<file path="src/rtl/uart_pkg.sv">
// uart_pkg: shared UART sizing constants and helpers
package uart_pkg;
   localparam int UART_TX_FIFO_DEPTH = 16;
   localparam int UART_DATA_WIDTH    = 8;
   function automatic int ptr_w(input int depth);
      return $clog2(depth);
   endfunction
endpackage

</file>
<file path="src/rtl/uart_sync_fifo_mem.sv">
// uart_sync_fifo_mem: FIFO storage array with one write port and a combinational read port
module uart_sync_fifo_mem
   import uart_pkg::*;
#(
   parameter int DEPTH      = UART_TX_FIFO_DEPTH,
   parameter int DATA_WIDTH = UART_DATA_WIDTH
) (
   input  logic                      pclk,
   input  logic                      we,
   input  logic [ptr_w(DEPTH)-1:0]   waddr,
   input  logic [DATA_WIDTH-1:0]     wdata,
   input  logic [ptr_w(DEPTH)-1:0]   raddr,
   output logic [DATA_WIDTH-1:0]     rdata
);
   logic [DATA_WIDTH-1:0] mem_q [DEPTH];
   always_ff @(posedge pclk) begin
      if (we) mem_q[waddr] <= wdata;
   end
   assign rdata = mem_q[raddr];
endmodule

</file>
<file path="src/rtl/uart_tx_fifo.sv">
// uart_tx_fifo: THR/TX FIFO ahead of uart_transmitter, producing THRE, TEMT and THRE-interrupt events
module uart_tx_fifo
   import uart_pkg::*;
#(
   parameter int DEPTH      = UART_TX_FIFO_DEPTH,
   parameter int DATA_WIDTH = UART_DATA_WIDTH
) (
   input  logic                    pclk,
   input  logic                    presetn,
   input  logic                    utrst,
   input  logic                    fifo_en,
   input  logic                    thr_wr,
   input  logic [DATA_WIDTH-1:0]   thr_wdata,
   input  logic                    tsr_load,
   input  logic                    shift_cnt_eq,
   output logic [DATA_WIDTH-1:0]   tx_data,
   output logic                    thre,
   output logic                    temt,
   output logic                    thre_evt,
   output logic                    tx_ovf,
   output logic [ptr_w(DEPTH):0]   tx_level
);
   localparam int AW = ptr_w(DEPTH);
   localparam int LW = AW + 1;
   logic [AW-1:0] wr_ptr_q, wr_ptr_d, rd_ptr_q, rd_ptr_d;
   logic [LW-1:0] count_q, count_d, cap;
   logic fifo_en_q, tsr_busy_q, tsr_busy_d, thre_evt_q, thre_evt_d, tx_ovf_q, tx_ovf_d;
   logic empty, full, clr, pop, wr_ok;
   logic [DATA_WIDTH-1:0] rdata;
   uart_sync_fifo_mem #(.DEPTH(DEPTH), .DATA_WIDTH(DATA_WIDTH)) u_mem (
      .pclk(pclk), .we(wr_ok), .waddr(wr_ptr_q), .wdata(thr_wdata), .raddr(rd_ptr_q), .rdata(rdata)
   );
   // A mode change flushes the queue exactly like an FCR TX reset.
   always_comb begin
      cap        = fifo_en_q ? LW'(DEPTH) : LW'(1);
      empty      = count_q == '0;
      full       = count_q == cap;
      clr        = utrst | (fifo_en ^ fifo_en_q);
      pop        = tsr_load & ~empty & ~clr;
      wr_ok      = thr_wr & (~full | tsr_load) & ~clr;
      wr_ptr_d   = clr ? '0 : wr_ptr_q + AW'(wr_ok);
      rd_ptr_d   = clr ? '0 : rd_ptr_q + AW'(pop);
      count_d    = clr ? '0 : count_q + LW'(wr_ok) - LW'(pop);
      tsr_busy_d = (tsr_load & ~empty) | (tsr_busy_q & ~(shift_cnt_eq & ~tsr_load));
      thre_evt_d = pop & ~wr_ok & (count_q == LW'(1));
      tx_ovf_d   = thr_wr & full & ~tsr_load & ~clr;
   end
   always_ff @(posedge pclk or negedge presetn) begin
      if (!presetn) begin
         wr_ptr_q   <= '0;
         rd_ptr_q   <= '0;
         count_q    <= '0;
         fifo_en_q  <= 1'b0;
         tsr_busy_q <= 1'b0;
         thre_evt_q <= 1'b0;
         tx_ovf_q   <= 1'b0;
      end else begin
         wr_ptr_q   <= wr_ptr_d;
         rd_ptr_q   <= rd_ptr_d;
         count_q    <= count_d;
         fifo_en_q  <= fifo_en;
         tsr_busy_q <= tsr_busy_d;
         thre_evt_q <= thre_evt_d;
         tx_ovf_q   <= tx_ovf_d;
      end
   end
   assign tx_data  = empty ? '0 : rdata;
   assign thre     = empty;
   assign temt     = empty & ~tsr_busy_q;
   assign thre_evt = thre_evt_q;
   assign tx_ovf   = tx_ovf_q;
   assign tx_level = count_q;
endmodule

</file>
<file path="config.mk">
export PLATFORM = sky130hd
export DESIGN_NAME = uart_tx_fifo
export DESIGN_NICKNAME = d
export VERILOG_FILES = /design/src/rtl/uart_pkg.sv /design/src/rtl/uart_sync_fifo_mem.sv /design/src/rtl/uart_tx_fifo.sv
export SDC_FILE = /design/constraint.sdc
export NUM_CORES = 1
export LEC_CHECK = 0
export CORE_MARGIN = 1
export CORE_UTILIZATION = 45
export CTS_BUF_LIST = sky130_fd_sc_hd__clkbuf_16
export DETAILED_ROUTE_END_ITERATION = 7
export PLACE_DENSITY_LB_ADDON = 0.3
export REMOVE_ABC_BUFFERS = 1
export SETUP_SLACK_MARGIN = 0.3
export SLEW_MARGIN = 10
export SYNTH_ARGS = -nofsm -noshare
export SYNTH_HDL_FRONTEND = slang
export SYNTH_SLANG_ARGS = --single-unit
</file>
<file path="constraint.sdc">
create_clock -name pclk -period 3.6 [get_ports pclk]
set_clock_uncertainty 0.1 [all_clocks]
set_input_delay 0.72 -clock pclk [delete_from_list [all_inputs] [get_ports pclk]]
set_output_delay 0.72 -clock pclk [all_outputs]
set_load 0.01 [all_outputs]
</file>
# Yosys cells after proc, flatten, opt, wreduce, memory -nomap -nowiden
# Memories as Yosys holds them, arrays and structs flattened.
# Cells that the tools add are included.
[word_totals] mem_count=1 output_inout_bits=17 elab_cells=45 in_bits=15 ff_bits=17 ram_bits=128
[memory_table] memory="u_mem.mem_q" words=16 word_bits=8 rd=1 rd_clocked_by_memory_dff=0 wr=1 line_no="uart_sync_fifo_mem.sv:15" rtl="logic [DATA_WIDTH-1:0] mem_q [DEPTH];"
[op_classes] reduce_logical=1 n_bitwise=23 eq_ne=2 addsub=4 n_mux=7
[op_table] cell="bitwise AND 1 bit" count=12
[op_table] cell="2-to-1 mux 5 bit" count=2
[op_table] cell="adder 4 x 1 -> 4 bit" count=2
[op_table] cell="2-to-1 mux 4 bit" count=2
[op_table] cell="2-to-1 mux 8 bit" count=1
[op_table] cell="NOT 1 bit" count=7
[op_table] cell="adder 5 x 1 -> 5 bit" count=1
[op_table] cell="== test 5 x 1 -> 1 bit (second input constant)" count=1
[op_table] cell="== test 5 bit" count=1
[op_table] cell="zero test 5 bit" count=1
[op_table] cell="subtractor 5 x 1 -> 5 bit" count=1
[op_table] cell="OR 1 bit" count=3
[op_table] cell="2-to-1 mux 1 bit" count=2
[op_table] cell="bitwise XOR 1 bit" count=1

# Longest topological paths before layout
[depth] depth_word=9 mapped_depth=15 ltp_nobuf=14

# Hierarchy
# From an unflattened synthesis, not the netlist that was laid out.
[unflattened] hier_cells=312 hier_area_um2=5936.9
[modules_own_cells] mod="uart_sync_fifo_mem" area_each_um2=4987.3 seq_area_each_um2=3843.7 cells_each=221 instances=1
[modules_own_cells] mod="uart_tx_fifo" area_each_um2=949.7 seq_area_each_um2=425.4 cells_each=91 instances=1

# Least setup slack after synthesis
# No wires, ideal clock.
[synth_timing] path_type="input-to-reg" from="in fifo_en" to="reg count_q[4], in the netlist tx_level[4]" setup_ns=0.131 cell_stages=13 path_slack_ns=0.571 t_required_ns=3.369 n_path_buf=1 arrival_ns=2.798 path_cell_list="xnor2_1 -> and2b_1 -> nand3_4 -> buf_8 -> ha_1 -> inv_1 -> ha_1 -> inv_1 -> fa_1 -> nand2b_1 -> a21oi_1 -> o21ai_0 -> nor3b_1"
[synth_between] elab_chain_cells=7 word_cells_on_any_way=8 classes_between="add/sub: 2; mux: 1; bitwise: 5"
[synth_lines] element="start, declared" line_no="uart_tx_fifo.sv:11" rtl="input logic fifo_en,"
[synth_lines] element="bitwise XOR 1 bit (*)" line_no="uart_tx_fifo.sv:38" rtl="clr = utrst | (fifo_en ^ fifo_en_q);"
[synth_lines] element="OR 1 bit (*)" line_no="uart_tx_fifo.sv:38"
[synth_lines] element="NOT 1 bit" line_no="uart_tx_fifo.sv:39, uart_tx_fifo.sv:40"
[synth_lines] element="bitwise AND 1 bit" line_no="uart_tx_fifo.sv:40" rtl="wr_ok = thr_wr & (~full | tsr_load) & ~clr;"
[synth_lines] element="adder 5 x 1 -> 5 bit" line_no="uart_tx_fifo.sv:43" rtl="count_d = clr ? '0 : count_q + LW'(wr_ok) - LW'(pop);"
[synth_lines] element="subtractor 5 x 1 -> 5 bit" line_no="uart_tx_fifo.sv:43"
[synth_lines] element="2-to-1 mux 5 bit (*)" line_no="uart_tx_fifo.sv:43"
[synth_lines] element="via count_d[4]" line_no="uart_tx_fifo.sv:26" rtl="logic [LW-1:0] count_q, count_d, cap;"
[synth_lines] element="end signal, assigned" line_no="uart_tx_fifo.sv:60" rtl="count_q <= count_d;"
[synth_lines] element="end, declared" line_no="uart_tx_fifo.sv:26"
# The timed path passes the listed nets; every way through them passes the cells marked *.

# Final worst setup path
[layout_timing] from="reg count_q[3], in the netlist tx_level[3]" to="out tx_data[4]"
[layout_between] elab_chain_cells=2
[layout_lines] element="zero test 5 bit" line_no="uart_tx_fifo.sv:36" rtl="empty = count_q == '0;"
[layout_lines] element="2-to-1 mux 8 bit" line_no="uart_tx_fifo.sv:67" rtl="assign tx_data = empty ? '0 : rdata;"
[layout_lines] element="end, declared" line_no="uart_tx_fifo.sv:16" rtl="output logic [DATA_WIDTH-1:0] tx_data,"
# Every way passes these cells.

==> impl_metrics.tcl <==
set metrics [dict create \
    dpl.cell_count 562 \
    yosys.cell_types.count 39 \
    syn_area_sq_mm 0.00597 \
    detailed_place_hpwl_um 7730 \
    yosys.area_share.simple_pct 6.58 \
    start_kind "register" \
    min_path_type "reg2reg" \
    layout.cells.most_common_list "sky130_fd_sc_hd__edfxtp_1, sky130_fd_sc_hd__mux2i_1, sky130_fd_sc_hd__buf_4, sky130_fd_sc_hd__clkdlybuf4s50_1, sky130_fd_sc_hd__nor2_1" \
    synth.top_cell.area_share_pct 64.4 \
    slowest_stage "sky130_fd_sc_hd__or4b_4" \
    design_power_total_uw 3580 \
    finalCritPeriodShare_pct 90.1 \
    routed_antenna_nets 0 \
    floorplan.rows 41 \
    crit_path_max_incr_delay_ps 520 \
    synth.mux.area_fraction_pct 11.6 \
    finalNonFillerCells 600 \
    power_switching_uw 694 \
    largest_family_of_logic_cells_by_synthesized_area "multiplexers" \
    arithmetic_cell_share_of_the_synthesized_area_counting_full_adders_half_adders_and_majority_gates_pct 2.43 \
    floorplan.die.height_um 117 \
    maxSlewViolCount 0 \
    synth_compound_area_share_pct 4.27 \
    area.growth.synth_to_final_pct 21.3 \
    maxClockFrequency_mhz 308 \
    yosysWarningCount 0 \
    grt_pass1_wl_um 18600 \
    timing.final.setup_violations 0 \
    antenna_found_initial 0 \
    pwr-share-seq_pct 51.5 \
    global_route.overflow_total 0 \
    element_type_at_the_critical_path_end "output pin" \
    fraction_of_layout_instances_using_a_drive_strength_above_1_pct 19.4 \
    detail_route.wirelength_um 12200 \
    slew_headroom_pct 47.8 \
    via_count_of_the_first_global_routing_pass 3373 \
    cts_made_buffers 17 \
    synth.yosys.seq_area_share_pct 71.5 \
    required_ps 2780 \
    die-area_sq_mm 0.0137 \
    share_of_the_synthesized_netlist_area_taken_by_xor_and_xnor_gates_pct 1.17 \
    cts_htree_levels 4 \
    syn-mean-instance-area_sq_um 17.0 \
    dr_total_vias 3254 \
    status "finished, final reports clean" \
    power.leakage_uw 0.00253 \
    ys_ff_latch 145 \
    nNetsFinal 443 \
    rsz_0062_raised_after_global_routing "true" \
    cts-hold-fix-buffers 0 \
    drc 0 \
    pwr-share-clk_pct 44.5 \
    clkLatencyLatePin_ps 410 \
    ys_dominant_reg_cell "sky130_fd_sc_hd__edfxtp_1" \
    mostFrequentLayoutCell "sky130_fd_sc_hd__edfxtp_1" \
    ys_top_cells_by_area "sky130_fd_sc_hd__edfxtp_1, sky130_fd_sc_hd__dfrtp_1, sky130_fd_sc_hd__mux2i_1" \
    filler_cells 971 \
    edff_count_synth 128 \
    max_cap_violations 0 \
    drt_first_pass_iters 4 \
    final_hold_viol_count 0 \
    max_slew.worst_pin.slew_ps 780 \
    ir_drop_mv 0.339 \
    port_buffers 31 \
    gp_congestion 0.763 \
    power.switching_fraction_pct 19.4 \
    yosys.area.top_type "sky130_fd_sc_hd__edfxtp_1" \
    synth_cells 352 \
    antenna_cells 0 \
    arrival_ps 2420 \
    worst-setup-path-type "reg2out" \
    ys_async_sr_fraction_pct 11.7 \
    share_comb_of_total_power_pct 4.0 \
    routed_wire_length_per_instance_um 20.4 \
    cts_sinks 145 \
    clk_root_buffer_cell "sky130_fd_sc_hd__clkbuf_16" \
    cell_pwr_density_mw_per_mm2 495 \
    grt.total_usage_pct 19.6 \
    min_period_ps 3240 \
    critical_path.max_fanout 7 \
    tritoncts "done" \
    cts.path.max_buffers 2 \
    floorplan.initialDensity_pct 46.8 \
    die_width_um 117 \
    grt_max_degree 18 \
    fin_hold_ws_ps 425 \
    cellInternalPower_uw 2890 \
    boundaryPins 32 \
    first_iter_violations 257 \
    totalNegativeSetupSlack_ps 0 \
    critical_path.cell_chain "inv_1 -> ha_1 -> or4b_4 -> buf_4 -> nand2_4 -> a221o_1 -> o22ai_2 -> dlygate4sd2_1" \
    path_clk_slew_ps 50 \
    via_per_inst 5.42 \
    area_inside_the_core_boundary_sq_mm 0.0128 \
]
## metrics by stage
| step | setup slack, ps | instance area [sq um] | util, % |
|---|---|---|---|
| floorplan | 429 | 5870 | - |
| global placement | 172 | 6600 | 51.7 |
| detailed placement | 92.6 | 6600 | 51.7 |
| CTS | 198 | 7190 | 56.3 |
| global route | 225 | 7240 | 56.7 |
| finish | 356 | 7240 | 56.7 |
## final timing paths
path	from	endpoint	slack (ps)	depth (start not counted)
max in group asynchronous	presetn	rd_ptr_q[1]$_DFF_PN0_	2160	1
worst min register to register	tsr_busy_q$_DFF_PN0_	tsr_busy_q$_DFF_PN0_	420	2
worst min-delay path	tsr_busy_q$_DFF_PN0_	tsr_busy_q$_DFF_PN0_	420	2
worst max register to register	tx_level[3]$_DFF_PN0_	tx_level[4]$_DFF_PN0_	400	14
worst max-delay path	tx_level[3]$_DFF_PN0_	tx_data[4]	360	8
min in group asynchronous	presetn	tx_level[2]$_DFF_PN0_	670	1
## sequential cells by signal (all words and copies together), names as in the netlist
signal	count
wr_ptr_q	4
thre_evt	1
tx_level	5
fifo_en_q	1
u_mem.mem_q	128
tsr_busy_q	1
rd_ptr_q	4
tx_ovf	1
## cells by family (layout without fill, tap and decap cells)
family          after synthesis  in the layout
buf+inv                      28            104
compound gates               35             35
flops                       145            145
fa+ha+maj                    11             11
xor+xnor                      8              8
simple gates                 73             73
mux                          52             52
## cells in the mapped netlist (all sizes together), types with 8 or more instances
cell type,instances
dfrtp,17
nand2,10
edfxtp,128
mux4,14
inv,12
ha,10
a22oi,10
buf,11
mux2i,38
nor2,20
nor3,11
nand2b,8
## power by group through the flow
stage               clock (uW)  combinational (uW)  sequential (uW)
floorplan                    0                51.5             1880
global placement             0                 136             1880
detailed placement           0                 139             1880
CTS                       1620                 143             1850
global route              1690                 156             1850
finish                    1590                 143             1850
## per-layer routing
metal | track usage (%) | wire, um | share of wire (%) | vias up
met5 | 0 | 0 | 0 | -
met4 | 7.76 | 193 | 1.6 | 0
met3 | 5.56 | 566 | 4.6 | 14
met2 | 32.2 | 6010 | 49 | 91
met1 | 24.6 | 5460 | 45 | 1643
li1 | - | - | - | 1506
## what timing repair did
item                                    in CTS  in global routing
gates resized for setup                     15                  9
gates cloned                                 0                  0
setup buffers                                3                  5
endpoints found under the setup margin       8                  8
## critical path, delay by kind of cell (launching register included)
family,cells,cell delay [ps]
simple gates,2,630
flops,1,400
buf+inv,3,560
compound gates,2,250
fa+ha+maj,1,170
## final cells by class
| cell class | count | area (sq um) | area share (%) |
|---|---|---|---|
| Inverter | 12 | 45.0 | 0.622 |
| Clock buffer | 17 | 425 | 5.87 |
| Sequential cell | 145 | 4270 | 59.0 |
| Clock inverter | 13 | 109 | 1.50 |
| Multi-Input combinational cell | 179 | 1600 | 22.1 |
| Tap cell | 172 | 215 | 2.97 |
| Timing Repair Buffer | 62 | 569 | 7.86 |
(Power assumes the default switching activity.)
